File: src/rtl/sar_adc_pkg.sv
// sar_adc_pkg: shared states and defaults for the SAR ADC conversion controller.
package sar_adc_pkg;
    typedef enum logic [1:0] {IDLE, SAMPLE, CONVERT, DONE} state_t;
    localparam int DEF_WIDTH = 10;
    localparam int DEF_SAMPLE_CYCLES = 4;
    // Comparator level meaning "held voltage >= DAC voltage", i.e. keep the trial bit
    localparam logic CMP_ABOVE = 1'b1;
endpackage

File: src/rtl/sar_tick_gen.sv
// sar_tick_gen: rising-edge detector for the slow sys_clk, sampled in the clk domain.
module sar_tick_gen (
    input  logic clk,
    input  logic reset,
    input  logic sys_clk,
    output logic tick
);
    logic sys_clk_q;
    always_ff @(posedge clk) sys_clk_q <= reset ? 1'b0 : sys_clk;
    assign tick = sys_clk & ~sys_clk_q;
endmodule

File: src/rtl/sar_conversion_controller.sv
// sar_conversion_controller: SAR sequencer (track/hold, bitwise trial search, start/done handshake).
// Defining SAR_CTRL_SYSCLK_GATE_EN makes SAMPLE and CONVERT advance only on sys_clk rising edges.
module sar_conversion_controller
    import sar_adc_pkg::*;
#(
    parameter int WIDTH = DEF_WIDTH,
    parameter int SAMPLE_CYCLES = DEF_SAMPLE_CYCLES
) (
    input  logic             clk,
    input  logic             reset,
    input  logic             sys_clk,
    input  logic             start,
    input  logic             cmp_in,
    output logic             hold_ctrl,
    output logic [WIDTH-1:0] dac_code,
    output logic             busy,
    output logic             done,
    output logic [WIDTH-1:0] result
);
    localparam int CW = $clog2(SAMPLE_CYCLES + 1);
    localparam int IW = $clog2(WIDTH + 1);

    state_t           state, state_n;
    logic [CW-1:0]    cnt, cnt_n;
    logic [IW-1:0]    idx, idx_n;
    logic [WIDTH-1:0] trial, trial_n, result_n, mask;
    logic             tick;

`ifdef SAR_CTRL_SYSCLK_GATE_EN
    sar_tick_gen u_tick (.clk(clk), .reset(reset), .sys_clk(sys_clk), .tick(tick));
`else
    logic unused_sys_clk;
    assign unused_sys_clk = sys_clk;
    assign tick = 1'b1;
`endif

    always_ff @(posedge clk) begin
        if (reset) begin
            state  <= IDLE;
            cnt    <= '0;
            idx    <= '0;
            trial  <= '0;
            result <= '0;
        end else begin
            state  <= state_n;
            cnt    <= cnt_n;
            idx    <= idx_n;
            trial  <= trial_n;
            result <= result_n;
        end
    end

    always_comb begin
        state_n  = state;
        cnt_n    = cnt;
        idx_n    = idx;
        trial_n  = trial;
        result_n = result;
        mask     = WIDTH'(1) << idx;
        case (state)
            IDLE: if (start) begin
                state_n = SAMPLE;
                cnt_n   = CW'(SAMPLE_CYCLES - 1);
            end
            SAMPLE: if (tick) begin
                if (cnt == '0) begin
                    state_n = CONVERT;
                    trial_n = WIDTH'(1) << (WIDTH - 1);
                    idx_n   = IW'(WIDTH - 1);
                end else begin
                    cnt_n = cnt - CW'(1);
                end
            end
            CONVERT: if (tick) begin
                // Resolve the current bit and raise the next lower trial bit in one step
                trial_n = (trial & ~mask) | ((cmp_in == CMP_ABOVE) ? mask : '0)
                        | ((idx != '0) ? (mask >> 1) : '0);
                if (idx == '0) begin
                    state_n  = DONE;
                    result_n = trial_n;
                end else begin
                    idx_n = idx - IW'(1);
                end
            end
            DONE: begin
                state_n = start ? SAMPLE : IDLE;
                cnt_n   = CW'(SAMPLE_CYCLES - 1);
            end
            default: state_n = IDLE;
        endcase
    end

    assign busy      = (state == SAMPLE) || (state == CONVERT);
    assign done      = (state == DONE);
    assign hold_ctrl = (state == CONVERT) || (state == DONE);
    assign dac_code  = (state == CONVERT) ? trial : (state == DONE) ? result : '0;
endmodule

File: config.mk
export PLATFORM = sky130hd
export DESIGN_NAME = sar_conversion_controller
export DESIGN_NICKNAME = d
export VERILOG_FILES = /design/src/rtl/sar_adc_pkg.sv /design/src/rtl/sar_tick_gen.sv /design/src/rtl/sar_conversion_controller.sv
export SDC_FILE = /design/constraint.sdc
export NUM_CORES = 1
export LEC_CHECK = 0
export BUFFER_PORTS_ARGS = -buffer_cell sky130_fd_sc_hd__buf_2
export CORE_MARGIN = 2
export CORE_UTILIZATION = 40
export DETAILED_ROUTE_END_ITERATION = 7
export SLEW_MARGIN = 20
export SYNTH_ARGS = -nofsm -noshare
export SYNTH_HDL_FRONTEND = slang
export SYNTH_SLANG_ARGS = --single-unit
File: constraint.sdc
create_clock -name clk -period 4.8 [get_ports clk]
set_input_delay 1.44 -clock clk [delete_from_list [all_inputs] [get_ports clk]]
set_output_delay 1.44 -clock clk [all_outputs]
set_load 0.1 [all_outputs]
# == After elaboration in Yosys (flattened, before gate mapping) ==
# Cells that the tools add are included.
# word_totals
ff_bits,29
input_bits,5
out_inout_bits,23
word_cells,50
# op_classes
n_addsub,2
eq_ne,8
shifts,1
muxes,17
bitwise_logic,4
reduce_logical,13
# ops
op,n
two-way mux 10 bit,4
case mux 10 bit (2 select lines),1
bitwise AND 10 bit,1
"!= test 2 bit, second input constant",5
inverter 10 bit,1
OR 10 bit,1
OR 10 x 9 -> 10 bit,1
"<< shifter 1 x 4 -> 10 bit, first input constant",1
two-way mux 9 bit,1
case mux 3 bit (3 select lines),1
AND reduction 3 bit,3
two-way mux 4 bit,2
case mux 2 bit (4 select lines),1
case mux 4 bit (2 select lines),1
two-way mux 2 bit,3
two-way mux 3 bit,2
"equality test 2 bit, second input constant",2
zero test 4 bit,1
AND reduction 2 bit,2
nonzero test 4 bit,1
"subtractor 4 x 1 -> 4 bit, second input constant",1
zero test 3 bit,1
nonzero test 3 bit,1
"subtractor 3 x 1 -> 3 bit, second input constant",1
other kinds (5),6

# == Longest topological paths before layout ==
# depth
depth_word,6
ltp_mapped,7
ltp_nobuf,6

# == Least setup slack after synthesis ==
# OpenSTA, ideal clock, no wires.
# synth_timing
kind,register -> output
from,reg state[1]
to,out dac_code[1]
arrival_time_ns,3.757
required_time_ns,3.360
setup_slack_ns,-0.397
path_stages_with_launch,5
n_path_buf,1
cell_sequence,dfxtp_1 -> ha_1 -> clkbuf_1 -> nand2_1 -> o21ai_0
# synth_between
elab_chain_cells,3
elab_cells_between_ends,4
cone_classes,eq/ne: 2; mux: 2
# synth_lines
element,line,source
from (decl),sar_conversion_controller.sv:23,"state_t state, state_n;"
from (signal assigned),sar_conversion_controller.sv:45,state <= state_n;
equality test 2 bit,n/a,
net done,sar_conversion_controller.sv:17,"output logic done,"
two-way mux 10 bit (2 in a row),sar_conversion_controller.sv:96,assign dac_code = (state == CONVERT) ? trial : (state == DONE) ? result : '0;
to (decl),sar_conversion_controller.sv:15,"output logic [WIDTH-1:0] dac_code,"
# The timed path passes the listed nets, and every way through them passes these cells.

# == Worst setup path after layout ==
# layout_timing
from,reg state[0]
to,out dac_code[6]
# layout_between
elab_chain_cells,3
elab_cells_between_ends,4
cone_classes,eq/ne: 2; mux: 2
# layout_lines
element,line
equality test 2 bit,sar_conversion_controller.sv:96
two-way mux 10 bit,sar_conversion_controller.sv:96
two-way mux 10 bit (*),sar_conversion_controller.sv:96
# Every way passes the cells marked *; elsewhere a longest branch is shown, timed or not.

==> impl_metrics.ini <==
[run_status]
status = completed

[logic_synthesis]
synthAdderAreaFrac_pct = 8.62
synth_area_leaders = dfxtp_1, ha_1, nand2_1, o21ai_0, a21oi_1
syn_inst = 215
synth_seq_area_share_pct = 33.3
synth_flop_cell = dfxtp_1
ys_warn_count = 0
ys_types = 47
synthArstFlopShare_pct = 0
ys_ff_latch = 29
syn-num-nets = 232
synthXorXnorAreaFrac_pct = 0.503
synth_largest_area_cell = dfxtp_1
synth_compound_gate_area_share_pct = 24.9
synth_mux_area_share_pct = 1.15
synth_top_family_by_area = simple AND/OR/NAND/NOR gates
syn_area_mm2 = 0.00174
synthDominantCellAreaShare_pct = 33.3
synth_edf_count = 0
synth-simple-area-share_pct = 27.3
synth.avg_cell_area_um2 = 8.10

[floorplan]
coreArea_mm2 = 0.00409
num_rows = 23
die_y_um = 70.0
dieWidth_um = 70.0
io_pins = 28
die_area_mm2 = 0.00490
initial_core_util_pct = 42.6

[timing]
maxSlewViolCount = 0
finalSetupViolCount = 0
tns_ps = 0
hold_violations = 0
final.setup_skew_ps = 2.10
min_period_ps = 3710
period_share_pct = 77.3
tightest_slew_ps = 697
fmax_ghz = 0.269
rsz0062_at_grt = no
whs_ps = 465
relSlewSlack_pct = 53.1

[critical_path]
crit_path_start = state[0]$_SDFFE_PP0P_
cp-endpoint = dac_code[6]
crit_chain = inv_1, ha_1, buf_4, nand2_1, o21ai_1, buf_2
cp_max_fo = 19
path_class = reg2out
regToRegStartpoint = state[0]$_SDFFE_PP0P_
required_ps = 3360
r2r_setup_slack_ps = 2030
rr_worst_depth = 6
worstPathArrival_ps = 2270
slowest_delay_ps = 640
end_kind = primary output
crit_slowest_cell = ha_1
r2r_end = result[3]$_SDFFE_PP0P_
crit_path_start_kind = flip-flop

[final_layout]
num_antenna_cells = 0
regArea_um2 = 581
multi_input_area_mm2 = 0.00109
fin_nets = 256
area_delta_synth_final_pct = 14.2
fillers = 427
drive_gt1_share_pct = 19.2
utilization_pct = 48.7

[power]
leakage_uw = 0.000836
vdd_drop_max_mv = 0.512
power_uw = 1150
p_clk_share_pct = 17.2
p_int_uw = 581
pwr-share-seq_pct = 28.3
p_per_area_mw_per_mm2 = 579
switching_share_pct = 49.6
switchingPower_uw = 571
pwr-share-comb_pct = 54.4

[clock_tree]
clk_pin_slew_worst_paths_ps = 60
cts_buffers = 5
cts_tree = done
hold_buffers = 0
cts_root_buffer = clkbuf_8
cts_max_level = 2
clock_path_buffers = 2
clock_latency_ps = 270
cts_setup_buffers = 0
clock_sinks = 29
cts-resized-gates = 0

[placement]
gp_congestion = 0.834
port_buffers = 26
dpl.hpwl_mm = 2.85

[drt]
drc = 0
drtIter0Drc = 106
drt-pass1-iter-count = 4
wl_mm = 4.03
ant_nets = 0
vias_per_cell = 5.46
vias = 1579
post_drt_wl_per_cell_um = 13.9

[global_routing]
grt.total_usage_pct = 17.1
grt_pass1_vias = 1427
gr-total-overflow = 0
grt_pass1_wl_mm = 6.75
grt_max_degree = 27
antenna_found_initial = 0

[worst_hold_path]
hold_class = reg2reg

[run]
cap_violations = 0
==> worst max-delay path: cells and delay by family (launching register included) <==
family	cells	cell delay [ps]
adder cells (fa/ha/maj)	1	640
AND/OR/NAND/NOR	1	70
buffers and inverters	3	890
AO/OA/AOI/OAI	1	60
flip-flops	1	330
==> cells in the final DEF (no fill, tap or decap), types with 2 or more instances in the layout <==
master    netlist  final
or4_1           2      2
a22o_1          4      4
nor2_1         14     14
dfxtp_1        29     29
or2_2           6      6
nand3b_1        6      6
clkbuf_8        0      6
nor3_1          5      5
ha_1           12     12
buf_2           1     26
o21ai_0        17      7
mux2i_1         2      2
a32o_1          2      2
nor2b_1         8      8
a211oi_1        6      6
nand2_1        34     34
or4b_2          2      2
o21ai_1         1     11
nand2b_1        2      2
a21oi_1        15     15
o211ai_1        2      2
a21o_1          3      3
inv_1           9      9
==> per-stage QoR <==
step | cell area [µm²] | setup slack [ps] | std cells
after floorplan | 1740 | 352 | 215
after global placement | 1900 | 1390 | 282
after detailed placement | 1900 | 1370 | 282
after CTS | 1990 | 1060 | 289
after global routing | 1990 | 906 | 289
final | 1990 | 1090 | 289
==> state kept, by name (all words and copies together) (netlist names) <==
signal	cells
trial	10
idx	4
cnt	3
state	2
result	10
==> routing by layer <==
metal  wire, µm  global-route usage, %  part of all wire [%]  up-vias
met5          0                      0                     0        -
met4         31                   5.98                  0.77        0
met3        186                   3.90                   4.6        4
met2       1880                   28.4                    47       38
met1       1930                   21.6                    48      720
li1           -                      -                     -      817
==> power groups by stage <==
stage / clock [µW] / combinational (µW) / sequential, µW
finish: 198 / 627 / 326
global route: 216 / 682 / 335
global placement: 0 / 624 / 330
CTS: 206 / 633 / 326
detailed placement: 0 / 630 / 331
floorplan: 0 / 481 / 367
==> worst min-delay path by stage <==
| stage | endpoint | start | depth (start not counted) |
|---|---|---|---|
| 3_5_place_dp | cnt[0]$_SDFFE_PP0P_ | cnt[0]$_SDFFE_PP0P_ | 1 |
| 3_3_place_gp | cnt[0]$_SDFFE_PP0P_ | cnt[0]$_SDFFE_PP0P_ | 1 |
| 2_1_floorplan | cnt[0]$_SDFFE_PP0P_ | cnt[0]$_SDFFE_PP0P_ | 1 |
| 5_1_grt | result[6]$_SDFFE_PP0P_ | result[6]$_SDFFE_PP0P_ | 2 |
| 6_report | result[4]$_SDFFE_PP0P_ | result[4]$_SDFFE_PP0P_ | 2 |
| 4_1_cts | result[6]$_SDFFE_PP0P_ | result[6]$_SDFFE_PP0P_ | 2 |
==> layout make-up <==
cell class / count / area share (%)
Clock buffer: 7 / 4.34
Inverter: 9 / 1.70
Multi-Input combinational cell: 167 / 54.7
Sequential cell: 29 / 29.2
Tap cell: 50 / 3.14
Timing Repair Buffer: 27 / 6.92
==> cell usage after synthesis, types with 2 or more instances <==
library cell and number:
a22o_1 4, ha_1 12, o211ai_1 2, or4b_2 2
nand3b_1 6, clkbuf_1 9, nor2b_1 8, nand2b_1 2
nand2_1 34, or2_2 6, inv_1 9, o21ai_0 17
mux2i_1 2, nor3_1 5, dfxtp_1 29, or4_1 2
a32o_1 2, a211oi_1 6, a21o_1 3, nor2_1 14
a21oi_1 15
==> kinds of logic (layout without fill, tap and decap cells) <==
logic type | Yosys count | after routing
muxes | 2 | 2
xor gates and xnor gates | 1 | 1
adders and majority gates | 12 | 12
DFF | 29 | 29
buffers and inverters | 19 | 43
AOI/OAI and AO/OA | 63 | 63
and+or+nand+nor | 89 | 89
Note: power is estimated with default switching activity, not from simulation.
